## config.mk

```make
export PLATFORM = sky130hd
export DESIGN_NAME = maze_move_arbiter_flat
export DESIGN_NICKNAME = d
export VERILOG_FILES = /design/src/rtl/maze_move_arbiter_if.sv /design/src/rtl/maze_move_arbiter.sv /design/src/flat_wrapper.sv
export SDC_FILE = /design/constraint.sdc
export NUM_CORES = 1
export LEC_CHECK = 0
export BUFFER_PORTS_ARGS = -buffer_cell sky130_fd_sc_hd__buf_2
export CORE_UTILIZATION = 59
export DETAILED_ROUTE_END_ITERATION = 8
export GPL_TIMING_DRIVEN = 0
export PLACE_DENSITY_LB_ADDON = 0.25
export SYNTH_ARGS = -nofsm -noshare
export SYNTH_HDL_FRONTEND = slang
export SYNTH_SLANG_ARGS = --single-unit
```

## constraint.sdc

```tcl
create_clock -name clk -period 5 [get_ports clk]
set_input_delay 1.25 -clock clk [delete_from_list [all_inputs] [get_ports clk]]
set_output_delay 1.25 -clock clk [all_outputs]
set_load 0.01 [all_outputs]
```

## src/rtl/maze_move_arbiter_if.sv

```systemverilog
// Move-request, collision-map and sprite-position bundle for the maze move arbiter.
// The arbiter uses the slave modport; the sprite controllers and map ROM sit on master.
interface maze_move_arbiter_if;
  logic [1:0]  req;
  logic [3:0]  dir0;
  logic [3:0]  dir1;
  logic [1:0]  ack;
  logic        blocked;
  logic        collide;
  logic [8:0]  map_addr;
  logic        map_wall;
  logic [8:0]  p_tile;
  logic [8:0]  e_tile;
  logic [19:0] p_pos;
  logic [19:0] e_pos;

  modport master (
    output req, dir0, dir1, map_wall,
    input  ack, blocked, collide, map_addr, p_tile, e_tile, p_pos, e_pos
  );

  modport slave (
    input  req, dir0, dir1, map_wall,
    output ack, blocked, collide, map_addr, p_tile, e_tile, p_pos, e_pos
  );
endinterface

```

## src/rtl/maze_move_arbiter.sv

```systemverilog
// Round-robin arbiter for player/enemy one-step moves: bounds check, wall lookup through the
// shared collision-map port, sprite-vs-sprite occupancy check, then tile/pixel position commit.
module maze_move_arbiter #(
  parameter int GRID_W     = 20,
  parameter int GRID_H     = 15,
  parameter int TILE_SHIFT = 5,
  parameter int H_ORIGIN   = 144,
  parameter int V_ORIGIN   = 31,
  parameter int P0_X       = 1,
  parameter int P0_Y       = 0,
  parameter int E0_X       = 1,
  parameter int E0_Y       = 1
) (
  input logic           clk,
  input logic           rst,
  maze_move_arbiter_if.slave bus
);

  typedef enum logic [2:0] {IDLE, CALC, LOOKUP, CHECK, DONE} state_t;

  localparam logic [5:0] GW6 = 6'(GRID_W);
  localparam logic [5:0] GH6 = 6'(GRID_H);
  localparam logic [8:0] GW9 = 9'(GRID_W);
  localparam logic [9:0] HO  = 10'(H_ORIGIN);
  localparam logic [9:0] VO  = 10'(V_ORIGIN);
  localparam logic [4:0] P0X = 5'(P0_X);
  localparam logic [3:0] P0Y = 4'(P0_Y);
  localparam logic [4:0] E0X = 5'(E0_X);
  localparam logic [3:0] E0Y = 4'(E0_Y);

  state_t      state, next_state;
  logic        grant, last_grant, grant_sel;
  logic [3:0]  dir_q;
  logic [4:0]  cur_x, tgt_x, p_x, e_x;
  logic [3:0]  cur_y, tgt_y, p_y, e_y;
  logic        blk_q, col_q;
  logic [8:0]  map_addr_q;
  logic [19:0] p_pos_q, e_pos_q;

  logic        dir_one_hot, illegal, hit_other;
  logic [5:0]  nx, ny;
  logic [8:0]  tgt_addr;
  logic [1:0]  ack_c;
  logic        blocked_c, collide_c;

  function automatic logic [19:0] pixel(input logic [4:0] x, input logic [3:0] y);
    return {HO + (10'(x) << TILE_SHIFT), VO + (10'(y) << TILE_SHIFT)};
  endfunction

  // On a tie the requester that did not win last time is served.
  always_comb begin
    grant_sel = 1'b0;
    case (bus.req)
      2'b10:   grant_sel = 1'b1;
      2'b11:   grant_sel = ~last_grant;
      default: grant_sel = 1'b0;
    endcase
  end

  // Stepping below zero wraps the 6-bit coordinate high, so one unsigned compare covers both edges.
  always_comb begin
    dir_one_hot = (dir_q != 4'd0) && ((dir_q & (dir_q - 4'd1)) == 4'd0);
    nx          = {1'b0, cur_x} + 6'(dir_q[0]) - 6'(dir_q[1]);
    ny          = {2'b00, cur_y} + 6'(dir_q[2]) - 6'(dir_q[3]);
    illegal     = !dir_one_hot || (nx >= GW6) || (ny >= GH6);
    tgt_addr    = 9'(ny[3:0]) * GW9 + 9'(nx[4:0]);
    hit_other   = grant ? ({tgt_x, tgt_y} == {p_x, p_y}) : ({tgt_x, tgt_y} == {e_x, e_y});
  end

  always_ff @(posedge clk) begin
    if (rst) state <= IDLE;
    else     state <= next_state;
  end

  always_comb begin
    next_state = state;
    case (state)
      IDLE:    if (bus.req != 2'b00) next_state = CALC;
      CALC:    next_state = illegal ? DONE : LOOKUP;
      LOOKUP:  next_state = CHECK;
      CHECK:   next_state = DONE;
      DONE:    next_state = IDLE;
      default: next_state = IDLE;
    endcase
  end

  always_comb begin
    ack_c     = 2'b00;
    blocked_c = 1'b0;
    collide_c = 1'b0;
    if (state == DONE) begin
      ack_c     = grant ? 2'b10 : 2'b01;
      blocked_c = blk_q;
      collide_c = col_q;
    end
  end

  // Move datapath: the granted sprite's dir and tile are frozen at grant so later input changes are ignored.
  always_ff @(posedge clk) begin
    if (rst) begin
      grant      <= 1'b0;
      last_grant <= 1'b1;
      dir_q      <= 4'd0;
      cur_x      <= 5'd0;
      cur_y      <= 4'd0;
      tgt_x      <= 5'd0;
      tgt_y      <= 4'd0;
      blk_q      <= 1'b0;
      col_q      <= 1'b0;
      map_addr_q <= 9'd0;
      p_x        <= P0X;
      p_y        <= P0Y;
      e_x        <= E0X;
      e_y        <= E0Y;
      p_pos_q    <= pixel(P0X, P0Y);
      e_pos_q    <= pixel(E0X, E0Y);
    end else begin
      case (state)
        IDLE: begin
          if (bus.req != 2'b00) begin
            grant <= grant_sel;
            dir_q <= grant_sel ? bus.dir1 : bus.dir0;
            cur_x <= grant_sel ? e_x : p_x;
            cur_y <= grant_sel ? e_y : p_y;
            blk_q <= 1'b0;
            col_q <= 1'b0;
          end
        end
        CALC: begin
          tgt_x <= nx[4:0];
          tgt_y <= ny[3:0];
          if (illegal) blk_q      <= 1'b1;
          else         map_addr_q <= tgt_addr;
        end
        CHECK: begin
          if (bus.map_wall) begin
            blk_q <= 1'b1;
          end else if (hit_other) begin
            blk_q <= 1'b1;
            col_q <= 1'b1;
          end else if (grant) begin
            e_x     <= tgt_x;
            e_y     <= tgt_y;
            e_pos_q <= pixel(tgt_x, tgt_y);
          end else begin
            p_x     <= tgt_x;
            p_y     <= tgt_y;
            p_pos_q <= pixel(tgt_x, tgt_y);
          end
        end
        DONE: last_grant <= grant;
        default: ;
      endcase
    end
  end

  assign bus.ack      = ack_c;
  assign bus.blocked  = blocked_c;
  assign bus.collide  = collide_c;
  assign bus.map_addr = map_addr_q;
  assign bus.p_tile   = {p_x, p_y};
  assign bus.e_tile   = {e_x, e_y};
  assign bus.p_pos    = p_pos_q;
  assign bus.e_pos    = e_pos_q;

endmodule

```

## src/flat_wrapper.sv

```systemverilog
// flat-port wrapper written by rule: the top's interface ports become plain ports
module maze_move_arbiter_flat 
#(
  parameter int GRID_W     = 20,
  parameter int GRID_H     = 15,
  parameter int TILE_SHIFT = 5,
  parameter int H_ORIGIN   = 144,
  parameter int V_ORIGIN   = 31,
  parameter int P0_X       = 1,
  parameter int P0_Y       = 0,
  parameter int E0_X       = 1,
  parameter int E0_Y       = 1
)
  (clk, rst, bus_req, bus_dir0, bus_dir1, bus_map_wall, bus_ack, bus_blocked, bus_collide, bus_map_addr, bus_p_tile, bus_e_tile, bus_p_pos, bus_e_pos);
  maze_move_arbiter_if bus_i ();
  input logic clk;
  input logic rst;
  input wire logic [$bits(bus_i.req)-1:0] bus_req;
  input wire logic [$bits(bus_i.dir0)-1:0] bus_dir0;
  input wire logic [$bits(bus_i.dir1)-1:0] bus_dir1;
  input wire logic [$bits(bus_i.map_wall)-1:0] bus_map_wall;
  output wire logic [$bits(bus_i.ack)-1:0] bus_ack;
  output wire logic [$bits(bus_i.blocked)-1:0] bus_blocked;
  output wire logic [$bits(bus_i.collide)-1:0] bus_collide;
  output wire logic [$bits(bus_i.map_addr)-1:0] bus_map_addr;
  output wire logic [$bits(bus_i.p_tile)-1:0] bus_p_tile;
  output wire logic [$bits(bus_i.e_tile)-1:0] bus_e_tile;
  output wire logic [$bits(bus_i.p_pos)-1:0] bus_p_pos;
  output wire logic [$bits(bus_i.e_pos)-1:0] bus_e_pos;
  assign bus_i.req = bus_req;
  assign bus_i.dir0 = bus_dir0;
  assign bus_i.dir1 = bus_dir1;
  assign bus_i.map_wall = bus_map_wall;
  assign bus_ack = bus_i.ack;
  assign bus_blocked = bus_i.blocked;
  assign bus_collide = bus_i.collide;
  assign bus_map_addr = bus_i.map_addr;
  assign bus_p_tile = bus_i.p_tile;
  assign bus_e_tile = bus_i.e_tile;
  assign bus_p_pos = bus_i.p_pos;
  assign bus_e_pos = bus_i.e_pos;
  maze_move_arbiter #(.GRID_W(GRID_W), .GRID_H(GRID_H), .TILE_SHIFT(TILE_SHIFT), .H_ORIGIN(H_ORIGIN), .V_ORIGIN(V_ORIGIN), .P0_X(P0_X), .P0_Y(P0_Y), .E0_X(E0_X), .E0_Y(E0_Y)) u_core (.clk(clk), .rst(rst), .bus(bus_i));
endmodule
```

==> impl_metrics.yaml <==
grt:
  track_usage: 0.2737
  grt-ovfl-total: 0
  grt_pass1_wl_microns: 13280
  antenna_found_initial: 0
  first_global_vias: 2755
  grt_max_degree: 11
synth:
  synth_cells: 407
  avgSynthCellArea_sq_um: 9.023
  yosysTopAreaCellShare: 0.3380
  yosys-top-cells-area: "dfxtp_1 34%, mux2i_1 13%, buf_4 7.8%"
  synth_edf_count: 0
  synthFlopType: "dfxtp_1"
  yosysWarnings: 0
  yosysUniqueCellTypes: 50
  syn-cell-area_sq_mm: 0.003672
  ys_ff_latch: 62
  synth_area_leader_cell: "dfxtp_1"
  synthArstFlopShare: 0
  ys_seq_area_frac: 0.3380
drt:
  avgViaCountPerCell: 5.372
  drtPass1Iterations: 5
  first_iter_violations: 153
  drc: 0
  postRouteAntennaNets: 0
  routedWlPerCell_microns: 14.49
  via_count: 3105
  wl_microns: 8378
job:
  drv_cap: 0
clock_network:
  ctsHoldBuffers: 0
  clk_latency_ns: 0.35
  tritoncts_num_sinks: 62
  clockRootBuffer: "clkbuf_8"
  ctsResizeCount: 0
  clk_pin_slew_ns: 0.07
  numCtsBuffers: 9
  clk_path_buf_depth: 2
  htree_num_levels: 3
  cts_tree: "built"
  post-cts-setup-buffer-count: 0
die:
  die-width_microns: 80.90
  dieArea_sq_mm: 0.006544
  rows: 28
  die_y_microns: 80.90
  start_util: 0.6166
  ios: 84
  coreArea_sq_mm: 0.005956
setup_path:
  cp-start-kind: "flip-flop"
  cp.required_ns: 5.21
  worstSetupEndpointType: "flip-flop"
  crit_type: "flip-flop to flip-flop"
  crit_fanout: 5
  critPathArrivalTime_ns: 3.80
timing:
  slew_headroom: 0.1903
  skew_ns: 0.008190
  fmax_mhz: 278.1
  worstMarginPinSlew_ns: 1.212
  rsz0062_at_grt: "false"
  hold_viol: 0
  period_minus_slack_ns: 3.596
  finalSetupTns_ns: 0
  finalSetupViolations: 0
  fin_crit_sh: 0.7191
  drv_slew: 0
final_layout:
  area_delta_synth_final_pct: 18.67
  antenna_cells: 0
  final_net_count: 533
  post-route-util: 0.7317
  final_layout_size_suffix_gt1_frac: 0.2565
status:
  outcome: "finished clean"
power:
  ir_drop_mv: 0.3494
  p_per_area_mw_per_mm2: 384.9
  p_leak_uw: 0.001945
worst_hold_path:
  hp-class: "flip-flop to flip-flop"
placed_design:
  portBuffers: 60
  place.gp.congestion: 0.8767
  dp_hpwl_microns: 6212
==> synthesized netlist by cell type, drive strengths merged (3+ instances only) <==
master and n:
a211oi 19, a21o 3, a21oi 18, buf 40, clkbuf 13, dfxtp 62
fa 3, ha 19, inv 19, mux2i 47, nand2 16, nand3 4
nor2 61, nor2b 5, nor3 8, nor3b 4, o21ai 6, or2 3
or3 3, xnor2 12, xor2 12
==> layer usage <==
metal,wire (microns),vias to the layer above,track usage
li1,-,1522,-
met1,3692,1439,0.3502
met2,4014,127,0.4630
met3,564,17,0.04607
met4,106,0,0.09464
met5,0,-,0
==> worst max-delay path: stages (launching register included) <==
cell     delay, ns
dfxtp_1       0.35
ha_1          0.25
ha_1          0.31
inv_1         0.06
ha_1          0.23
xnor2_1       0.40
inv_1         0.16
ha_1          0.22
ha_1          0.19
inv_1         0.08
fa_1          0.47
nor3b_1       0.29
xnor2_1       0.18
xnor2_1       0.09
mux2i_1       0.14
nor2_1        0.05
==> metrics by stage <==
| stage | hold WS, ns | cells | power [uW] | worst slack (ns) | area, sq um |
|---|---|---|---|---|---|
| floorplan | 0.4168 | 427 | 1055 | 1.884 | 3747 |
| global placement | 0.4496 | 562 | 1168 | 1.558 | 4141 |
| detailed placement | 0.4568 | 562 | 1185 | 1.455 | 4141 |
| CTS | 0.4725 | 578 | 1680 | 1.400 | 4358 |
| global route | 0.5074 | 578 | 1784 | 1.109 | 4358 |
| finish | 0.4658 | 578 | 1677 | 1.404 | 4358 |
==> registers in the layout, indices dropped and copies added (netlist names) <==
signal,flops
u_core.bus.map_addr,9
u_core.cur_x,5
u_core.e_x,5
u_core.p_x,5
u_core.tgt_x,5
u_core.bus.e_pos,4
u_core.bus.p_pos,4
u_core.cur_y,4
u_core.dir_q,4
u_core.tgt_y,4
u_core.e_y,3
u_core.p_y,3
u_core.state,3
u_core.blk_q,1
u_core.col_q,1
u_core.grant,1
u_core.last_grant,1
==> layout make-up <==
cell class / count / area, sq um
flip-flops and latches: 62 / 1241
clock inverters: 3 / 67.56
inverters: 19 / 71.32
multi-input cells: 293 / 2085
fillers: 461 / 1598
repair buffers: 60 / 300.3
plain buffers: 53 / 350.3
well taps: 75 / 93.84
clock buffers: 13 / 148.9
==> worst paths after layout <==
kind,to,startpoint,depth (start not counted),slack [ns]
worst min register to register,u_core.blk_q,u_core.blk_q,2,0.47
worst min-delay path,u_core.blk_q,u_core.blk_q,2,0.47
worst max register to register,u_core.bus.map_addr[7],u_core.dir_q[2],15,1.40
worst max-delay path,u_core.bus.map_addr[7],u_core.dir_q[2],15,1.40
==> where the power goes <==
group	leakage (uW)	internal, uW	total, uW	switching (uW)
Sequential	0.000504	533	575	41.5
Combinational	0.00134	265	611	346
Clock	0.000104	295	491	196
Total	0.00195	1090	1680	583
==> cell usage in the layout (no fill, tap or decap), types with 3 or more instances in the layout <==
master / count
nor2_2: 4
fa_1: 3
ha_1: 19
or2_2: 3
conb_1: 22
clkbuf_8: 10
or3_1: 3
nand3_1: 4
o21ai_0: 6
nor2_1: 57
xor2_1: 12
xnor2_1: 11
inv_1: 19
nor2b_1: 5
nor3b_1: 4
buf_4: 38
nor3_1: 8
mux2i_1: 47
a211oi_1: 17
a21oi_1: 18
dfxtp_1: 62
nand2_1: 16
clkbuf_1: 16
buf_2: 61
a21o_1: 3
==> kinds of logic after synthesis <==
group / Yosys count / share of synthesized area
AOI/OAI and AO/OA: 60 / 0.1182
DFF: 62 / 0.3380
xor gates and xnor gates: 24 / 0.05928
adders and majority gates: 22 / 0.08109
other: 2 / 0.002045
buffers and inverters: 72 / 0.1148
and+or+nand+nor: 118 / 0.1584
muxes: 47 / 0.1281
(Power assumes the default switching activity.)
